--- src/rtl/retire_unit_pkg.sv ---
// rtl/retire_unit_pkg.sv - shared ROB sizing constants, entry type and free-tag helper
package retire_unit_pkg;

  localparam int ROB_DEPTH  = 16;
  localparam int DEPTH      = ROB_DEPTH;
  localparam int PREG_WIDTH = 6;
  localparam int AREG_WIDTH = 5;
  localparam int IDX_WIDTH  = $clog2(DEPTH);

  typedef struct packed {
    logic                  reg_write;
    logic [AREG_WIDTH-1:0] areg;
    logic [PREG_WIDTH-1:0] preg;
    logic [PREG_WIDTH-1:0] old_preg;
  } rob_entry_t;

  // x0 is never remapped, so its freshly allocated tag is the one to recycle.
  function automatic logic [PREG_WIDTH-1:0] free_tag(input rob_entry_t e);
    return (e.areg == '0) ? e.preg : e.old_preg;
  endfunction

endpackage

--- src/rtl/retire_unit_if.sv ---
// rtl/retire_unit_if.sv - rename/complete/retire handshake bundle for the retire unit
interface retire_unit_if;
  import retire_unit_pkg::*;

  logic                  alloc_valid;
  logic                  alloc_ready;
  logic                  alloc_reg_write;
  logic [AREG_WIDTH-1:0] alloc_areg;
  logic [PREG_WIDTH-1:0] alloc_preg;
  logic [PREG_WIDTH-1:0] alloc_old_preg;
  logic [IDX_WIDTH-1:0]  alloc_idx;
  logic                  cmpl_valid;
  logic [IDX_WIDTH-1:0]  cmpl_idx;
  logic                  retire_en;
  logic                  retire_valid;
  logic [AREG_WIDTH-1:0] retire_areg;
  logic [PREG_WIDTH-1:0] retire_preg;
  logic                  push_free_reg;
  logic [PREG_WIDTH-1:0] freed_reg;
  logic [IDX_WIDTH:0]    count;
  logic                  empty;
  logic                  full;

  modport master (
    output alloc_valid, alloc_reg_write, alloc_areg, alloc_preg, alloc_old_preg,
    output cmpl_valid, cmpl_idx, retire_en,
    input  alloc_ready, alloc_idx, retire_valid, retire_areg, retire_preg,
    input  push_free_reg, freed_reg, count, empty, full
  );

  modport slave (
    input  alloc_valid, alloc_reg_write, alloc_areg, alloc_preg, alloc_old_preg,
    input  cmpl_valid, cmpl_idx, retire_en,
    output alloc_ready, alloc_idx, retire_valid, retire_areg, retire_preg,
    output push_free_reg, freed_reg, count, empty, full
  );

endinterface

--- src/rtl/retire_unit.sv ---
// rtl/retire_unit.sv - in-order retirement buffer returning displaced tags to the free pool
module retire_unit
  import retire_unit_pkg::*;
(
  input logic          clk,
  input logic          rst,
  retire_unit_if.slave bus
);

  localparam logic [IDX_WIDTH:0] FULL_COUNT = (IDX_WIDTH+1)'(DEPTH);

  logic [DEPTH-1:0]      r_valid;
  logic [DEPTH-1:0]      r_done;
  rob_entry_t            r_entry [DEPTH];
  logic [IDX_WIDTH-1:0]  r_head;
  logic [IDX_WIDTH-1:0]  r_tail;
  logic [IDX_WIDTH:0]    r_count;

  logic                  r_retire_valid;
  logic [AREG_WIDTH-1:0] r_retire_areg;
  logic [PREG_WIDTH-1:0] r_retire_preg;
  logic                  r_push_free_reg;
  logic [PREG_WIDTH-1:0] r_freed_reg;

  logic                  w_full;
  logic                  w_alloc_fire;
  logic                  w_retire_fire;
  rob_entry_t            w_alloc_entry;
  rob_entry_t            w_head_entry;
  logic [IDX_WIDTH:0]    w_alloc_inc;
  logic [IDX_WIDTH:0]    w_retire_dec;

  assign w_full        = (r_count == FULL_COUNT);
  assign w_alloc_fire  = bus.alloc_valid && !w_full;
  assign w_retire_fire = bus.retire_en && r_valid[r_head] && r_done[r_head];
  assign w_head_entry  = r_entry[r_head];
  assign w_alloc_inc   = {{IDX_WIDTH{1'b0}}, w_alloc_fire};
  assign w_retire_dec  = {{IDX_WIDTH{1'b0}}, w_retire_fire};

  assign w_alloc_entry.reg_write = bus.alloc_reg_write;
  assign w_alloc_entry.areg      = bus.alloc_areg;
  assign w_alloc_entry.preg      = bus.alloc_preg;
  assign w_alloc_entry.old_preg  = bus.alloc_old_preg;

  // Payload needs no reset: an entry is only ever read while its valid bit is set.
  always_ff @(posedge clk) begin
    if (rst && w_alloc_fire) begin
      r_entry[r_tail] <= w_alloc_entry;
    end
  end

  always_ff @(posedge clk) begin
    if (!rst) begin
      r_valid         <= '0;
      r_done          <= '0;
      r_head          <= '0;
      r_tail          <= '0;
      r_count         <= '0;
      r_retire_valid  <= 1'b0;
      r_retire_areg   <= '0;
      r_retire_preg   <= '0;
      r_push_free_reg <= 1'b0;
      r_freed_reg     <= '0;
    end else begin
      if (w_alloc_fire) begin
        r_valid[r_tail] <= 1'b1;
        r_done[r_tail]  <= 1'b0;
        r_tail          <= r_tail + IDX_WIDTH'(1);
      end
      if (bus.cmpl_valid && r_valid[bus.cmpl_idx]) begin
        r_done[bus.cmpl_idx] <= 1'b1;
      end
      // Placed after the completion update so clearing the retiring head wins.
      if (w_retire_fire) begin
        r_valid[r_head] <= 1'b0;
        r_done[r_head]  <= 1'b0;
        r_head          <= r_head + IDX_WIDTH'(1);
      end
      r_count <= r_count + w_alloc_inc - w_retire_dec;

      r_retire_valid  <= w_retire_fire;
      r_retire_areg   <= w_retire_fire ? w_head_entry.areg : '0;
      r_retire_preg   <= w_retire_fire ? w_head_entry.preg : '0;
      r_push_free_reg <= w_retire_fire && w_head_entry.reg_write;
      r_freed_reg     <= (w_retire_fire && w_head_entry.reg_write) ?
                         free_tag(w_head_entry) : '0;
    end
  end

  assign bus.alloc_ready   = !w_full;
  assign bus.alloc_idx     = r_tail;
  assign bus.count         = r_count;
  assign bus.empty         = (r_count == '0);
  assign bus.full          = w_full;
  assign bus.retire_valid  = r_retire_valid;
  assign bus.retire_areg   = r_retire_areg;
  assign bus.retire_preg   = r_retire_preg;
  assign bus.push_free_reg = r_push_free_reg;
  assign bus.freed_reg     = r_freed_reg;

endmodule

--- src/flat_wrapper.sv ---
// flat-port wrapper written by rule: the top's interface ports become plain ports
module retire_unit_flat import retire_unit_pkg::*;
  (clk, rst, bus_alloc_valid, bus_alloc_reg_write, bus_alloc_areg, bus_alloc_preg, bus_alloc_old_preg, bus_cmpl_valid, bus_cmpl_idx, bus_retire_en, bus_alloc_ready, bus_alloc_idx, bus_retire_valid, bus_retire_areg, bus_retire_preg, bus_push_free_reg, bus_freed_reg, bus_count, bus_empty, bus_full);
  retire_unit_if bus_i ();
  input logic clk;
  input logic rst;
  input wire logic [$bits(bus_i.alloc_valid)-1:0] bus_alloc_valid;
  input wire logic [$bits(bus_i.alloc_reg_write)-1:0] bus_alloc_reg_write;
  input wire logic [$bits(bus_i.alloc_areg)-1:0] bus_alloc_areg;
  input wire logic [$bits(bus_i.alloc_preg)-1:0] bus_alloc_preg;
  input wire logic [$bits(bus_i.alloc_old_preg)-1:0] bus_alloc_old_preg;
  input wire logic [$bits(bus_i.cmpl_valid)-1:0] bus_cmpl_valid;
  input wire logic [$bits(bus_i.cmpl_idx)-1:0] bus_cmpl_idx;
  input wire logic [$bits(bus_i.retire_en)-1:0] bus_retire_en;
  output wire logic [$bits(bus_i.alloc_ready)-1:0] bus_alloc_ready;
  output wire logic [$bits(bus_i.alloc_idx)-1:0] bus_alloc_idx;
  output wire logic [$bits(bus_i.retire_valid)-1:0] bus_retire_valid;
  output wire logic [$bits(bus_i.retire_areg)-1:0] bus_retire_areg;
  output wire logic [$bits(bus_i.retire_preg)-1:0] bus_retire_preg;
  output wire logic [$bits(bus_i.push_free_reg)-1:0] bus_push_free_reg;
  output wire logic [$bits(bus_i.freed_reg)-1:0] bus_freed_reg;
  output wire logic [$bits(bus_i.count)-1:0] bus_count;
  output wire logic [$bits(bus_i.empty)-1:0] bus_empty;
  output wire logic [$bits(bus_i.full)-1:0] bus_full;
  assign bus_i.alloc_valid = bus_alloc_valid;
  assign bus_i.alloc_reg_write = bus_alloc_reg_write;
  assign bus_i.alloc_areg = bus_alloc_areg;
  assign bus_i.alloc_preg = bus_alloc_preg;
  assign bus_i.alloc_old_preg = bus_alloc_old_preg;
  assign bus_i.cmpl_valid = bus_cmpl_valid;
  assign bus_i.cmpl_idx = bus_cmpl_idx;
  assign bus_i.retire_en = bus_retire_en;
  assign bus_alloc_ready = bus_i.alloc_ready;
  assign bus_alloc_idx = bus_i.alloc_idx;
  assign bus_retire_valid = bus_i.retire_valid;
  assign bus_retire_areg = bus_i.retire_areg;
  assign bus_retire_preg = bus_i.retire_preg;
  assign bus_push_free_reg = bus_i.push_free_reg;
  assign bus_freed_reg = bus_i.freed_reg;
  assign bus_count = bus_i.count;
  assign bus_empty = bus_i.empty;
  assign bus_full = bus_i.full;
  retire_unit u_core (.clk(clk), .rst(rst), .bus(bus_i));
endmodule
--- config.mk ---
export PLATFORM = sky130hd
export DESIGN_NAME = retire_unit_flat
export DESIGN_NICKNAME = d
export VERILOG_FILES = /design/src/rtl/retire_unit_pkg.sv /design/src/rtl/retire_unit_if.sv /design/src/rtl/retire_unit.sv /design/src/flat_wrapper.sv
export SDC_FILE = /design/constraint.sdc
export NUM_CORES = 1
export LEC_CHECK = 0
export CAP_MARGIN = 20
export CORE_MARGIN = 2
export CORE_UTILIZATION = 32
export DETAILED_ROUTE_END_ITERATION = 16
export PLACE_DENSITY = 0.48
export SKIP_LAST_GASP = 1
export SLEW_MARGIN = 20
export SYNTH_ARGS = -nofsm -noshare
export SYNTH_HDL_FRONTEND = slang
export SYNTH_SLANG_ARGS = --single-unit
--- constraint.sdc ---
create_clock -name clk -period 3.73 [get_ports clk]
set_input_delay 0.373 -clock clk [delete_from_list [all_inputs] [get_ports clk]]
set_output_delay 0.373 -clock clk [all_outputs]
set_load 0.005 [all_outputs]
# Word level (Yosys, flattened, before mapping)
# Memories as Yosys holds them, arrays and structs flattened. A register that Yosys moved wholly into a read port is not among the register bits.
# Cells that the tools add are included.
# Widths: inputs -> output; s select.
[classes] muxes=25 n_eq_ne=1 n_reduce_logical=14 order_cmp=6 bitwise_logic=7 addsub=4
[ops] op="$mux 16" n=8
[ops] op="$and 16x16->16" n=3
[ops] op="$not 16->16" n=2
[ops] op="$or 16x16->16" n=2
[ops] op="$lt 4x5->1 const B" n=3
[ops] op="$bmux 1 s4" n=3
[ops] op="$demux 1 s4" n=3
[ops] op="$ge 4x1->1 const B" n=3
[ops] op="$logic_not 5->1" n=2
[ops] op="$logic_and 1x1->1" n=9
[ops] op="$add 4x1->4 const B" n=2
[ops] op="$mux 1" n=8
[ops] op="$mux 4" n=2
[ops] op="$mux 6" n=1
[ops] op="$add 5x1->5" n=1
[ops] op="$eq 5x5->1 const B" n=1
[ops] op="$sub 5x1->5" n=1
[ops] op="$reduce_and 2->1" n=2
[ops] op="$logic_not 1->1" n=1
[totals] ram_bits=288 output_inout_bits=31 n_memories=1 register_bits=64
[memory_table] name="u_core.r_entry" depth=16 word_bits=18 rd=1 rd_ports_with_merged_regs=1 wr=1 line_no="retire_unit.sv:14" rtl="rob_entry_t r_entry [DEPTH];"

# Depth between registers and ports, before layout
[depth] ltp_word=13 ltp_mapped=15 depth_no_buf=12

# Worst setup path after synthesis
# Ideal clock, no wire load.
[synth_timing] kind="reg2reg" startpoint="reg u_core.r_head[0]" endpoint="reg u_core.r_count[4] (netlist: u_core.bus.count[4])" synth_period_minus_slack_ns=3.098 t_arrival_ns=2.982 path_slack_ns=0.632 n_path_buf=3 path_stages_with_launch=16 required_time_ns=3.614 setup_time_ns=0.116 cell_sequence="dfxtp_1 buf_2 buf_2 nand3_1 nand4_1 a41oi_1 nor3b_2 buf_4 ha_1 inv_1 ha_1 fa_1 a21oi_1 nor2_1 or3_1 and3_1"
[synth_via] elab_chain_len=5 elab_cells_between_ends=7 classes_between="add/sub: 1; mux: 4; reduce/logical: 2"
[synth_lines] item="start: declaration" line_no="retire_unit.sv:15" rtl="logic [IDX_WIDTH-1:0] r_head;"
[synth_lines] item="start signal: assignment" line_no="retire_unit.sv:77" rtl="r_head <= r_head + IDX_WIDTH'(1);"
[synth_lines] item="$bmux 1 s4" line_no="retire_unit.sv:35" rtl="assign w_retire_fire = bus.retire_en && r_valid[r_head] && r_done[r_head];"
[synth_lines] item="$mux 1 (implied by the code)" line_no="retire_unit.sv:35"
[synth_lines] item="$logic_and 1x1->1" line_no="retire_unit.sv:35"
[synth_lines] item="$logic_and 1x1->1 *" line_no="retire_unit.sv:35"
[synth_lines] item="named net u_core.w_retire_fire" line_no="retire_unit.sv:27" rtl="logic w_retire_fire;"
[synth_lines] item="$sub 5x1->5 *" line_no="retire_unit.sv:79" rtl="r_count <= r_count + w_alloc_inc - w_retire_dec;"
[synth_lines] item="end signal: assignment" line_no="retire_unit.sv:79"
[synth_lines] item="end: declaration" line_no="retire_unit.sv:17" rtl="logic [IDX_WIDTH:0] r_count;"
# Mark *: on every way through the listed nets, which the timed path passes. The rest lies on a longest branch. The select of a mux whose other input is x is not followed.
# A chain may end at the register's enable or synchronous reset.

# Worst setup path after layout
[layout_timing] startpoint="reg u_core.r_head[0]" endpoint="reg u_core.r_count[4] (netlist: u_core.bus.count[4])"
[layout_via] elab_chain_len=5 elab_cells_between_ends=7 classes_between="add/sub: 1; mux: 4; reduce/logical: 2"
[layout_lines] item="$bmux 1 s4" line_no="retire_unit.sv:35"
[layout_lines] item="$mux 1 (implied by the code)" line_no="retire_unit.sv:35"
[layout_lines] item="$logic_and 1x1->1" line_no="retire_unit.sv:35"
[layout_lines] item="$logic_and 1x1->1 *" line_no="retire_unit.sv:35"
[layout_lines] item="$sub 5x1->5 *" line_no="retire_unit.sv:79"
# Mark *: on every way between the ends. The rest lies on a longest branch, timed or not. The select of a mux whose other input is x is not followed.

==> flow_summary.yaml <==
status:
  outcome: "finished clean"
clock_tree:
  root_buffer: "clkbuf_16"
  cts.sinks: 356
  cts_buffers: 40
  postCtsHoldBufs: 0
  cts_buffer_depth: 3
  clk_latency_ps: 530
  h-tree-depth: 2
  post_cts_buffers: 0
  cts_tree: "built"
  clk_pin_slew_worst_paths_ps: 60
  cts_resized: 0
critical_path:
  worstReg2RegStart: "u_core.r_head[0]"
  endpoint_kind: "flip-flop"
  crit_slowest_cell: "dfxtp_1"
  r2r_cells: 12
  cp.arrival_ps: 3720
  reg2reg_slack_ps: 430
  worstPathRequired_ps: 4150
  cp_common_cell: "ha_1"
  crit_path_start_kind: "flip-flop"
  crit_type: "flip-flop to flip-flop"
  regToRegEndpoint: "u_core.bus.count[4]"
  max_stage_delay_ps: 720
  path_cells: "nand3b_1 > nand4_1 > a41oi_1 > nor3b_4 > ha_1 > inv_1 > ha_1 > fa_1 > a21oi_1 > nor2_1 > or3_1 > and3_1"
  worstPathMaxFanout: 20
synth:
  synth_xor_area_share_pct: 0.5545
  yosysSeqAreaShare_pct: 70.41
  ys_seq_elements: 356
  synthSimpleGateAreaFrac_pct: 7.816
  synth_area_um2: 14220
  synth_cell_types: 57
  synth_nets: 823
  synth_top_family_by_area: "multiplexers"
  synth_edf_count: 288
  postSynthCellCount: 781
  synth-compound-area-share_pct: 3.318
  synthFlopType: "edfxtp_1"
  synth_mux_area_share_pct: 14.26
  postSynthAreaPerCell_um2: 18.20
  ys_warn_count: 0
  async_reset_ff_share_pct: 0
  synthAdderAreaFrac_pct: 1.373
grt:
  grt-ovfl-total: 0
  grt_pass1_wl_um: 50960
  grt_max_degree: 35
  track_usage_pct: 14.99
  antenna_found_initial: 1
  grt_pass1_vias: 7638
timing:
  clock_skew_ps: 16.94
  fin_setup_tns_ps: 0
  relSlewSlack_pct: 57.73
  fin_crit_ps: 3304
  setup_viol: 0
  rsz0062_at_grt: "false"
  maxSlewViolCount: 0
  worst_slew_pin_slew_ps: 633.2
  hold_viol_final: 0
  period_share_pct: 88.59
  fmax_ghz: 0.3026
place:
  port_buffers: 57
  dp_hpwl_um: 20180
  routabilityCongestion: 0.8436
  numPlacedInstances: 1426
die:
  core_um2: 44030
  die_h_um: 214.8
  rows: 77
  die_area_um2: 46130
  initial_core_util_pct: 32.29
  fp.dieW_um: 214.8
  io_pins: 58
finish:
  multiInputGateArea_um2: 3890
  num_antenna_cells: 0
  largest_register: "u_core.r_entry"
  mostFrequentLayoutCells: "288 x edfxtp_1, 78 x mux4_2, 66 x dfxtp_1, 56 x and3_1, 56 x clkdlybuf4s50_1"
  drive_gt1_share_pct: 20.81
  fin_cells: 1500
  syn2layout_area_growth_pct: 18.57
  reg_top3: "u_core.r_entry: 288 flops, u_core.r_done: 16 flops, u_core.r_valid: 16 flops"
  layout_commonest_cell: "edfxtp_1"
  seq_area_um2: 10010
  fillers: 4055
  nets: 918
  largest_register_ff_count: 288
pwr:
  p_leak_uw: 0.005522
  p_switching_uw: 1885
  p_comb_share_pct: 6.3
  ir_drop_uv: 285.7
  clkPwrFrac_pct: 44.0
  swShare_pct: 21.20
  p_int_uw: 7007
  seq_power_share_pct: 49.6
  p_per_area_nw_per_um2: 527.5
drt:
  drt_pass1_iterations: 5
  drt_iter0_markers: 758
  wire_per_inst_um: 22.95
  drcViolationCount: 0
  wl_um: 34420
  viasPerCell: 4.917
  ant_nets: 0
  vias: 7375
hold_path:
  hold_end: "u_core.r_done[14]"
  min-delay-path-class: "input pin to flip-flop"
  worstHoldStart: "rst"
  min_delay_path_depth: 2
job:
  drv_cap: 0
==> per-layer routing <==
layer	share of wire (%)	GRT usage, %	vias to the layer above
li1	-	-	3330
met1	45	20.23	3833
met2	50	25.09	162
met3	3.9	2.505	48
met4	1.8	4.097	2
met5	0.046	0	-
==> cell type report <==
class	count	share of cell area [%]
inverters	17	0.4676
multi-input cells	372	23.08
well taps	592	4.394
clock inverters	24	1.447
flip-flops and latches	356	59.41
clock buffers	50	6.347
repair buffers	89	4.855
==> worst max-delay path: cells and delay by family (launching register included) <==
kind	cells	cell delay [ps]
AO/OA/AOI/OAI	2	530
adder cells (fa/ha/maj)	3	920
buffers and inverters	1	40
flip-flops	1	720
AND/OR/NAND/NOR	6	990
==> per-stage QoR <==
step	util, %	setup WS (ps)	instance area, µm²	power (µW)	hold WS, ps
after CTS	38.28	428.8	16860	9026	373.3
after global routing	38.28	164.5	16860	9259	398.7
after floorplan	-	632.2	14220	4781	471.9
after global placement	35.30	523.5	15540	5068	579.7
after detailed placement	35.30	451.7	15540	5069	583.9
final	38.28	425.5	16860	8892	385.0
==> logic make-up (layout without fill, tap and decap cells) <==
family / after synthesis / in the layout
flops: 356 / 356
simple gates: 191 / 191
mux: 100 / 100
compound gates: 57 / 57
buf+inv: 53 / 180
fa+ha+maj: 15 / 15
xor+xnor: 9 / 9
==> power groups by stage <==
stage / sequential (µW) / combinational, µW / clock, µW
detailed placement: 4500 / 571 / 0
global route: 4420 / 633 / 4200
CTS: 4420 / 577 / 4030
floorplan: 4490 / 291 / 0
finish: 4410 / 563 / 3910
global placement: 4500 / 568 / 0
==> worst max-delay path by stage <==
stage                           startpoint                  end  slack, ps  depth (start not counted)
after detailed placement  u_core.r_head[0]  u_core.bus.count[4]        450                         12
after CTS                 u_core.r_head[0]  u_core.bus.count[4]        430                         12
after global routing      u_core.r_head[0]  u_core.bus.count[4]        160                         12
after global placement    u_core.r_head[0]  u_core.bus.count[4]        520                         12
after floorplan           u_core.r_head[0]  u_core.bus.count[4]        630                         15
final                     u_core.r_head[0]  u_core.bus.count[4]        430                         12
==> synth_stat cells, drive strengths merged (4+ instances only) <==
| library cell | number | share of area [%] |
|---|---|---|
| nand2 | 29 | 0.78 |
| nand4 | 6 | 0.26 |
| edfxtp | 288 | 61 |
| o2bb2ai | 16 | 0.99 |
| a21oi | 13 | 0.46 |
| nor2b | 8 | 0.35 |
| ha | 14 | 1.2 |
| nor2 | 7 | 0.18 |
| mux4 | 81 | 13 |
| nand3 | 28 | 0.99 |
| dfxtp | 68 | 9.6 |
| nand3b | 4 | 0.21 |
| nand2b | 20 | 0.88 |
| o211ai | 4 | 0.21 |
| inv | 14 | 0.37 |
| o21ai | 7 | 0.25 |
| a221oi | 8 | 0.67 |
| mux2i | 18 | 1.3 |
| and3 | 56 | 2.5 |
| xnor2 | 6 | 0.37 |
| nor3 | 9 | 0.42 |
| clkbuf | 14 | 0.44 |
| buf | 22 | 1.3 |
| and2 | 12 | 0.53 |
No activity file was read; power rests on OpenSTA's default activity.
==> RTL edit 1, RTL diff (same settings) <==
Set the package constant `PREG_WIDTH` to 5 (it was 6).
--- a/src/rtl/retire_unit_pkg.sv
+++ b/src/rtl/retire_unit_pkg.sv
@@ -5,3 +5,3 @@
   localparam int DEPTH      = ROB_DEPTH;
-  localparam int PREG_WIDTH = 6;
+  localparam int PREG_WIDTH = 5;
   localparam int AREG_WIDTH = 5;
Interface: changed (resized bus_alloc_old_preg, bus_alloc_preg, bus_freed_reg and bus_retire_preg); port bits go from 58 to 54. No check against the original RTL was run, so the function may have changed too.
==> RTL edit 1 against the original RTL <==
Final area fell by 8.2%. Clock power down 14%. Utilization is 0.38 points higher. Highest routed layer is now met4. Power decreased by 12%. Area after synthesis shrank 8.3%. Die area down 8.1%. Routed wire length decreased by 7.3%. Setup slack better by 0.11 ns. Sequential cell count shrank 34.
==> RTL edit 1: results (changes against the original RTL) <==
| Metric | Value |
|---|---|
| Status | `completed` |
| Fin area | `15,500 µm² (-8.2%)` |
| Met3 Use GR | `2.90% (+0.40 points)` |
| Overall routing resource usage | `15.6% (+0.58 points)` |
| Critical path required time | `4.18 ns (+0.03 ns)` |
| Total CTS buffers | `38 (-5.0%)` |
| VDD IR max | `0.270 mV (-5.5%)` |
| Top cells by count, synth | `edfxtp_1 (256), mux4_2 (71), dfxtp_1 (66)` |
| M1 GR Usage | `22.6% (+2.4 points)` |
| Lkg Pwr | `0.00499 µW (-9.5%)` |
| Post-synth EDFFs | `256 (-11%)` |
| Initial antenna violation count | `0 (-1)` |
| DR vias/cell | `5.05 (+2.7%)` |
| Synthesized Nets | `775 (-5.8%)` |
| Post-synthesis mux area share | `15.1% (+0.82 points)` |
| Reg-to-reg setup timing slack | `0.54 ns (+0.11 ns)` |
| Hold path startpoint | `u_core.r_valid[3]` |
| R2r worst-path depth | `13 (+1)` |
| Top flop regs | `u_core.r_entry x256, u_core.r_done x16, u_core.r_valid x16` |
| Vias | `6,948 (-5.8%)` |
| Placed Area | `14,300 µm² (-7.7%)` |
| Maximum buffer depth of the clock tree | `3 (unchanged)` |
| Reg-to-reg startpoint | `u_core.r_head[1]` |
| Metal3 WL | `1400 µm (+3.8%)` |
| Pre-CTS setup slack | `0.496 ns (+0.0445 ns)` |
| Sw Pwr | `1690 µW (-10%)` |
| Met2 wire length | `14,600 µm (-15%)` |
| Port Buffers | `53 (-7.0%)` |
| First-pass GRT wire length | `48,100 µm (-5.6%)` |
| Average instance area after synthesis | `17.7 µm² (-2.5%)` |
| Largest net degree at the start of global routing | `37 (+5.7%)` |
| DR WL/cell | `23.2 µm (+1.1%)` |
| Unique masters post-synth | `53 (-7.0%)` |
| Top layer in use | `met4` |
| CP max FO | `9 (-55%)` |
| Fillers | `3,688 (-9.1%)` |
| Post-Place Cells | `1,307 (-8.3%)` |
| Routability cong. | `0.820 (-2.8%)` |
| Top cells by area, synth | `edfxtp_1 (59%), mux4_2 (12%), dfxtp_1 (10%)` |
| Post-synthesis compound-gate area fraction | `3.29% (-0.027 points)` |
| Layout cells sized above 1 | `22.4% (+1.6 points)` |
| Final period util | `85.6% (-3.0 points)` |
| Adder-Cell Fraction of Synth Area | `1.50% (+0.12 points)` |
| Worst-Margin Slew | `0.669 ns (+0.0354 ns)` |
| Post-Synth XOR/XNOR Area | `0.604% (+0.050 points)` |
| Fin nets | `862 (-6.1%)` |
| Clk_skew | `0.0110 ns (-0.00597 ns)` |
| Min Hold Slack | `0.477 ns (+0.0922 ns)` |
| Worst hold path type | `reg2reg` |
| Initial DRC count | `552 (-27%)` |
| Vias in the first global route | `7,247 (-5.1%)` |
| Hold Path End | `u_core.r_valid[3]` |
| DP Wirelength | `20,300 µm (+0.71%)` |
| Met1 wire length | `15,300 µm (-0.49%)` |
| Met2 usage | `23.9% (-1.2 points)` |
| Register area share after synthesis | `69.1% (-1.3 points)` |
[RTL edit 1: changes by cell type after synthesis, sizes merged, moves of 7 or more]
cell / before / now
a22o: 0 / 8
a21oi: 13 / 22
mux2i: 18 / 6
and3: 56 / 29
inv: 14 / 22
nor2: 7 / 39
o2bb2ai: 16 / 8
edfxtp: 288 / 256
nor3: 9 / 2
nand2b: 20 / 8
nand2: 29 / 19
a221oi: 8 / 0
[RTL edit 1: how the worst max path moves through the flow]
| stage | end |
|---|---|
| 2_1_floorplan | u_core.bus.count[4] |
| 3_3_place_gp | u_core.bus.count[4] |
| 3_5_place_dp | u_core.bus.count[4] |
| 4_1_cts | u_core.bus.count[4] |
| 5_1_grt | u_core.bus.count[4] |
| 6_report | u_core.bus.count[4] |
[RTL edit 1: power groups by stage]
stage / combinational, µW / clock, µW / sequential [µW]
detailed placement: 496 / 0 / 4050
finish: 489 / 3380 / 3980
floorplan: 251 / 0 / 4050
global route: 544 / 3620 / 3980
CTS: 498 / 3470 / 3980
global placement: 498 / 0 / 4050
[RTL edit 1: critical path, stage by stage, from the launching register on]
cell,delay (ns)
dfxtp_1,0.61
mux4_2,0.60
o311ai_4,0.35
nor3_4,0.06
ha_1,0.29
inv_1,0.04
ha_1,0.20
inv_1,0.08
fa_1,0.20
inv_1,0.05
a21oi_1,0.13
nor2_1,0.06
or3_1,0.33
a21oi_1,0.14
[RTL edit 1: layout make-up]
cell class	instances	share of cell area (%)
Tap cell	525	4.25
Timing Repair Buffer	88	5.53
Clock inverter	15	0.615
Inverter	22	0.534
Sequential cell	322	58.3
Clock buffer	54	6.67
Multi-Input combinational cell	350	24.1
==> RTL edit 2, RTL diff (config.mk and constraints unchanged) <==
Without the edit above. One comparison of `r_count` changes from == to >=.
--- a/src/rtl/retire_unit.sv
+++ b/src/rtl/retire_unit.sv
@@ -32,3 +32,3 @@
 
-  assign w_full        = (r_count == FULL_COUNT);
+  assign w_full        = (r_count >= FULL_COUNT);
   assign w_alloc_fire  = bus.alloc_valid && !w_full;
Formal check against the unedited RTL: no difference found for any inputs over 4 cycles, from zero or initial values and one cycle with rst low; that may be too few to reach the edited logic, so the function may still have changed.
==> RTL edit 2 against the original RTL <==
Die area increased by 0.47%. Final area increased by 1.1%. Sequential cell count unchanged. Power decreased by 1.2%. Critical path depth increased by 2. Routed wire length increased by 0.60%. Area after synthesis increased by 0.48%. Sequential share of layout area decreased by 0.61 points. Setup slack got worse by 0.13 ns. Critical path type unchanged. Highest routed layer unchanged.
==> RTL edit 2: results (changes against the original RTL) <==
| Metric | Value |
|---|---|
| Routability cong. | `0.788 (-6.5%)` |
| Average instance area after synthesis | `17.1 µm² (-5.8%)` |
| Top cells by area, synth | `edfxtp_1 (61%), mux4_2 (13%), dfxtp_1 (9.5%)` |
| Status | `completed` |
| Vias | `7,765 (+5.3%)` |
| Synthesized Nets | `875 (+6.3%)` |
| Hold path startpoint | `u_core.r_done[2]` |
| VDD IR max | `0.285 mV (-0.11%)` |
| Total CTS buffers | `41 (+2.5%)` |
| Placed Area | `15,700 µm² (+1.2%)` |
| Adder-Cell Fraction of Synth Area | `1.37% (-0.0066 points)` |
| Reg-to-reg startpoint | `u_core.r_head[3]` |
| Post-route insts no fill | `1,542 (+2.8%)` |
| Worst slew margin | `54.5% (-3.3 points)` |
| Initial DRC count | `550 (-27%)` |
| Unique masters post-synth | `58 (+1.8%)` |
| Post-Synth XOR/XNOR Area | `0.368% (-0.19 points)` |
| Top cells by count, synth | `edfxtp_1 (288), mux4_2 (80), dfxtp_1 (68)` |
| Reg-to-reg setup timing slack | `0.30 ns (-0.13 ns)` |
| First-pass GRT wire length | `51,900 µm (+1.9%)` |
| Fin nets | `959 (+4.5%)` |
| Fillers | `4,143 (+2.2%)` |
| Largest net degree at the start of global routing | `33 (-5.7%)` |
| Pre-CTS setup slack | `0.321 ns (-0.131 ns)` |
| Vias in the first global route | `8,011 (+4.9%)` |
==> RTL edit 2: cell types whose count changed after synthesis, sizes merged, moves of 9 or more <==
cell	unedited run	this run
o31a	0	16
inv	14	23
nand3	28	13
o2bb2ai	16	0
nand2b	20	4
o21ai	7	34
clkbuf	14	29
o311a	0	16
nor2	7	61
nor3	9	20
and3	56	0
==> RTL edit 2: worst paths after layout <==
| kind | to | cells past startpoint |
|---|---|---|
| setup / recovery | u_core.bus.count[4] | 14 |
| hold / removal | u_core.r_done[2] | 3 |
| setup reg to reg | u_core.bus.count[4] | 14 |
| hold reg to reg | u_core.r_done[2] | 3 |
==> RTL edit 2: where the power goes <==
part,switching (µW),internal (µW)
Clock,1600,2300
Combinational,274,219
Sequential,39.1,4360
Total,1910,6880
==> RTL edit 2: metal layers <==
layer	track usage [%]	vias to the layer above	part of all wire, %
li1	-	3496	-
met1	21.0	4003	46
met2	24.2	207	47
met3	3.17	57	4.9
met4	4.44	2	2.0
met5	0	-	0.023
==> RTL edit 2: worst max-delay path: stages (launching register included) <==
cell     delay (ns)
dfxtp_1        0.53
nor2b_1        0.26
o21ai_0        0.15
a41oi_1        0.37
nor3_2         0.13
o21ai_2        0.23
inv_1          0.07
ha_1           0.27
inv_1          0.03
ha_1           0.20
fa_1           0.43
a21oi_1        0.16
nor2_1         0.06
or3_1          0.34
a21oi_1        0.13
==> RTL edit 2: final cells by class <==
type                            count  area, µm²  area share (%)
Clock inverter                     21        168           0.984
Multi-Input combinational cell    404       4040            23.7
Clock buffer                       55       1140            6.70
Sequential cell                   356      10000            58.8
Tap cell                          592        741            4.35
Inverter                           25       93.8           0.551
Timing Repair Buffer               89        836            4.91
